`config.mk`:
```
export PLATFORM = sky130hd
export DESIGN_NAME = periph_rx_fifo
export DESIGN_NICKNAME = d
export VERILOG_FILES = /design/src/rtl/periph_rx_fifo.sv
export SDC_FILE = /design/constraint.sdc
export NUM_CORES = 1
export LEC_CHECK = 0
export CAP_MARGIN = 10
export CORE_ASPECT_RATIO = 0.75
export CORE_UTILIZATION = 29
export CTS_CLUSTER_SIZE = 24
export DETAILED_ROUTE_END_ITERATION = 12
export MAX_ROUTING_LAYER = met4
export PLACE_DENSITY = 0.48
export SETUP_SLACK_MARGIN = 0.2
export SLEW_MARGIN = 5
export SYNTH_ARGS = -nofsm -noshare
export SYNTH_HDL_FRONTEND = slang
export SYNTH_SLANG_ARGS = --single-unit
```
`constraint.sdc`:
```
create_clock -name clk1 -period 1.9 [get_ports clk1]
set_clock_uncertainty 0.1 [all_clocks]
set_input_delay 0.19 -clock clk1 [delete_from_list [all_inputs] [get_ports clk1]]
set_output_delay 0.19 -clock clk1 [all_outputs]
set_load 0.02 [all_outputs]
```
`src/rtl/periph_rx_fifo.sv`:
```
// ============================================================================
// Module      : periph_rx_fifo
// Description : CPU-side 4-phase send/ack receiver feeding a DEPTH-entry
//               first-word-fall-through FIFO; ack is withheld while full.
//               Optional macro STALL_CNT_EN adds a saturating stall counter.
// Revision    : 1.0 - initial release
// ============================================================================
`default_nettype none

module periph_rx_fifo #(
    parameter int DATA_W = 8,
    parameter int DEPTH  = 4,
    parameter int CNT_W  = $clog2(DEPTH + 1)
) (
    input  logic              clk1,
    input  logic              rst1,
    input  logic              send,
    input  logic [DATA_W-1:0] dataInput,
    output logic              ack,
    input  logic              rd_en,
    output logic [DATA_W-1:0] rd_data,
    output logic              empty,
    output logic              full,
`ifdef STALL_CNT_EN
    output logic [15:0]       stall_cnt,
`endif
    output logic [CNT_W-1:0]  count
);

    localparam int PTR_W = $clog2(DEPTH);

    localparam logic [0:0] S_IDLE = 1'b0;
    localparam logic [0:0] S_ACK  = 1'b1;

    logic [0:0]        state_q, state_d;
    logic [PTR_W-1:0]  wptr_q, wptr_d;
    logic [PTR_W-1:0]  rptr_q, rptr_d;
    logic [CNT_W-1:0]  count_q, count_d;
    logic [DATA_W-1:0] mem_q [DEPTH];

    logic w_wr;
    logic w_pop;

    // A write only happens on the IDLE->ACK transition, so one per handshake.
    assign w_wr  = (state_q == S_IDLE) && send && !full;
    assign w_pop = rd_en && !empty;

    // ------------------------------------------------------------------
    // Handshake FSM: state register / next state / outputs
    // ------------------------------------------------------------------
    always_ff @(posedge clk1 or posedge rst1) begin
        if (rst1) begin
            state_q <= S_IDLE;
        end else begin
            state_q <= state_d;
        end
    end

    always_comb begin
        state_d = state_q;
        case (state_q)
            S_IDLE:  if (w_wr)  state_d = S_ACK;
            S_ACK:   if (!send) state_d = S_IDLE;
            default: state_d = S_IDLE;
        endcase
    end

    always_comb begin
        ack = 1'b0;
        if (state_q == S_ACK) begin
            ack = 1'b1;
        end
    end

    // ------------------------------------------------------------------
    // FIFO pointers and occupancy
    // ------------------------------------------------------------------
    always_comb begin
        wptr_d  = wptr_q;
        rptr_d  = rptr_q;
        count_d = count_q;
        if (w_wr) begin
            wptr_d = wptr_q + PTR_W'(1);
        end
        if (w_pop) begin
            rptr_d = rptr_q + PTR_W'(1);
        end
        case ({w_wr, w_pop})
            2'b10:   count_d = count_q + CNT_W'(1);
            2'b01:   count_d = count_q - CNT_W'(1);
            default: count_d = count_q;
        endcase
    end

    always_ff @(posedge clk1 or posedge rst1) begin
        if (rst1) begin
            wptr_q  <= '0;
            rptr_q  <= '0;
            count_q <= '0;
        end else begin
            wptr_q  <= wptr_d;
            rptr_q  <= rptr_d;
            count_q <= count_d;
        end
    end

    // Storage is not reset: stale words are unreachable once pointers clear.
    always_ff @(posedge clk1) begin
        if (w_wr) begin
            mem_q[wptr_q] <= dataInput;
        end
    end

    assign rd_data = mem_q[rptr_q];
    assign count   = count_q;
    assign empty   = (count_q == '0);
    assign full    = (count_q == CNT_W'(DEPTH));

`ifdef STALL_CNT_EN
    logic [15:0] stall_q, stall_d;

    always_comb begin
        stall_d = stall_q;
        if ((state_q == S_IDLE) && send && full && (stall_q != 16'hFFFF)) begin
            stall_d = stall_q + 16'd1;
        end
    end

    always_ff @(posedge clk1 or posedge rst1) begin
        if (rst1) begin
            stall_q <= '0;
        end else begin
            stall_q <= stall_d;
        end
    end

    assign stall_cnt = stall_q;
`endif

endmodule

`default_nettype wire

```
==> metrics.md <==
| Metric | Value |
|---|---|
| Clock Path Buffers | 2 |
| Dpl ws | -0.07186 ns |
| Worst rel slew slack | 70.91% |
| CP endpoint kind | flip-flop |
| Placer Congestion | 0.7205 |
| Antenna Cells | 0 |
| Initial Util | 30.43% |
| Pleak | 0.8452 nW |
| Switching share of power | 31.91% |
| H-tree levels | 2 |
| PnR Total Power | 3.442 mW |
| Largest net degree at the start of global routing | 14 |
| PD cells | 1535 nW/µm² |
| Core Area | 5381 µm² |
| RR Endpoint | count[2]$_DFFE_PP0P_ |
| Clock Power Share | 19.9% |
| Die X-Extent | 88.78 µm |
| Num CTS Buffers | 5 |
| Comb pwr share | 43.7% |
| Clock Latency Late Sink | 0.29 ns |
| Seq pwr share | 36.4% |
| RSZ-0062 raised after global routing | true |
| Layout filler cell count | 494 |
| Status | complete, no violations |
| Final min period | 1.898 ns |
| # hold bufs at CTS | 0 |
| Post-Syn Instances | 83 |
| Critical Path Fanout Max | 2 |
| WL/cell | 14.14 µm |
| Library cells used by synthesis | 19 |
| Hold/Removal Path Class | input pin to async pin |
| First drt pass iteration count | 4 |
| R2R Path Start | count[0]$_DFFE_PP0P_ |
| Avg Cell Area, Syn | 19.73 µm² |
| Fin nets | 145 |
| Vias per cell | 4.118 |
| Main combinational cell family by area after synthesis | multiplexers |
| Peak supply drop | 0.0005836 V |
| Syn nets | 101 |
| Seq/Total Area, Yosys | 70.89% |
| Row count | 23 |
| Die Area | 5955 µm² |
| Initial antenna violation count | 0 |
| Final cell utilization of the core | 41.66% |
| Final setup vio count | 0 |
| Clock Sink Count | 40 |
| Clock Tree Root | clkbuf_8 |
| Max-Cap Viols | 0 |
| Final Slew Violations | 0 |
| Crit path required time | 2.02 ns |
| Clock-pin slew on the worst setup and hold paths | 0.08 ns |
| Flop2flop setup slack | 0.002 ns |
| Fmax | 526.8 MHz |
| Fin crit share | 99.91% |
| Psw | 1.098 mW |
| Final Hold Viols | 0 |
| Die Height | 67.08 µm |
| Synth warn | 0 |
| Synth Area in Simple Gates | 4.889% |
| DR iter-0 viols | 25 |
| Pint | 2.344 mW |
| WS Path Type | flip-flop to flip-flop |
| Synthesis-to-finish area growth | 36.90% |
| #FFs+latches synth | 40 |
| Layout cell share with drive strength beyond 1 | 42.97% |
| Proportion of synthesized area in mux cells | 12.53% |
| Detailed-route via count | 836 |
| # DRC | 0 |
| Final setup margin | 0.001654 ns |
| Worst reg-to-reg path cell count | 9 |
| Startpoint Class | flip-flop |
| CP Data Arrival Time | 2.02 ns |
| Post-synthesis cell area | 1638 µm² |
| DRT antenna net count | 0 |
| Slew @ Worst Pin | 0.4364 ns |
| Quantity of I/O buffers inserted on ports | 25 |
| Post-DP HPWL | 1.886 mm |
| I/O pins | 26 |
| Adder-cell area share of the yosys netlist | 5.042% |
| Final wirelength | 2.870 mm |
| GR Util All Layers | 11.38% |
| TritonCTS clock tree | done |
| First-pass GRT wire length | 4.464 mm |
| Vias in the first global route | 899 |
| Post-Synth XOR/XNOR Area | 3.209% |
| Remaining Overflow, GRT | 0 |
| Synth Area in Compound Gates | 1.070% |
-- what timing repair did --
action	in CTS	in global routing
setup buffers	2	4
pin swaps	3	1
gates resized for setup	55	17
endpoints found under the setup margin	14	44
gates cloned	0	0
-- power groups by stage --
| stage | combinational, mW | sequential, mW | clock (mW) |
|---|---|---|---|
| after detailed placement | 1.34 | 1.27 | 0 |
| final | 1.50 | 1.25 | 0.684 |
| after global routing | 1.63 | 1.28 | 0.736 |
| after CTS | 1.38 | 1.26 | 0.705 |
| after floorplan | 0.763 | 1.28 | 0 |
| after global placement | 1.33 | 1.26 | 0 |
-- cells by family after synthesis --
logic type,after synthesis
flops,40
buf+inv,10
mux,10
simple gates,9
xor+xnor,6
fa+ha+maj,6
compound gates,2
-- flip-flops by register name, indices dropped and copies added (netlist names) --
name     cells
wptr_q       2
count        3
state_q      1
mem_q       32
rptr_q       2
-- cells in the mapped netlist --
cell type  number  area, µm²
edfxtp_1       32      960.9
dfrtp_1         8      200.2
inv_1           8      30.03
mux4_2          8      180.2
ha_1            5      62.56
and2_2          4      30.03
xnor2_1         3      26.28
xor2_1          3      26.28
nor3b_4         2      37.54
a21boi_0        1      7.510
buf_1           1      3.750
buf_2           1      5.000
fa_1            1      20.02
mux2_4          1      15.01
mux2i_1         1      10.01
nand2_1         1      3.750
nor2_1          1      3.750
nor3_1          1      5.000
o31a_2          1      10.01
-- worst max-delay path by stage --
stage | slack (ns) | to | cells past startpoint | startpoint
after floorplan | -0.25 | count[2]$_DFFE_PP0P_ | 9 | count[1]$_DFFE_PP0P_
after global placement | -0.04 | count[2]$_DFFE_PP0P_ | 9 | count[1]$_DFFE_PP0P_
after detailed placement | -0.07 | count[2]$_DFFE_PP0P_ | 9 | count[1]$_DFFE_PP0P_
after CTS | -0.02 | count[2]$_DFFE_PP0P_ | 9 | count[0]$_DFFE_PP0P_
after global routing | -0.14 | count[2]$_DFFE_PP0P_ | 9 | count[0]$_DFFE_PP0P_
final | 0.002 | count[2]$_DFFE_PP0P_ | 9 | count[0]$_DFFE_PP0P_
-- cells in the final DEF, fill, tap and decap left out, drive strengths merged, types with 2 or more instances in the layout --
master,instances
inv,8
dlygate4sd2,2
xor2,3
buf,24
clkdlybuf4s50,13
clkbuf,5
edfxtp,32
xnor2,3
ha,5
dfrtp,8
nor3b,2
and2,4
mux4,8
clkinv,2
-- metrics by stage --
stage | area, µm² | hold slack (ns) | setup TNS, ns | cells
after floorplan | 1647 | -0.09454 | -0.3797 | 83
after global placement | 2042 | 0.3613 | -0.04450 | 189
after detailed placement | 2042 | 0.3696 | -0.1054 | 189
after CTS | 2192 | 0.05143 | -0.02499 | 199
after global routing | 2242 | 0.06147 | -0.1582 | 203
final | 2242 | 0.04635 | 0 | 203
-- critical path, stage by stage, from the launching register on --
cell and delay, ns:
dfrtp_2 0.43, nor3b_4 0.27, nor3b_4 0.07, inv_2 0.07, ha_4 0.12, inv_2 0.03
fa_2 0.32, xor2_1 0.15, nor2_1 0.11, xor2_1 0.14
-- per-layer routing --
metal	global-route usage (%)	wire, µm	part of all wire [%]	vias up
li1	-	-	-	395
met1	13.25	1347	47	421
met2	17.31	1353	47	16
met3	5.204	141	4.9	4
met4	4.234	27	0.94	0
met5	-	0	0	-
-- cell type report --
class / instances / area, µm² / share of cell area, %
tap: 75 / 93.84 / 4.185
inverter: 8 / 30.03 / 1.339
timing repair buffer: 39 / 371.6 / 16.57
clock buffer: 5 / 68.82 / 3.069
clock inverter: 3 / 42.54 / 1.897
multi-input combinational: 33 / 470.5 / 20.98
sequential: 40 / 1165 / 51.95
(Power assumes the default switching activity.)
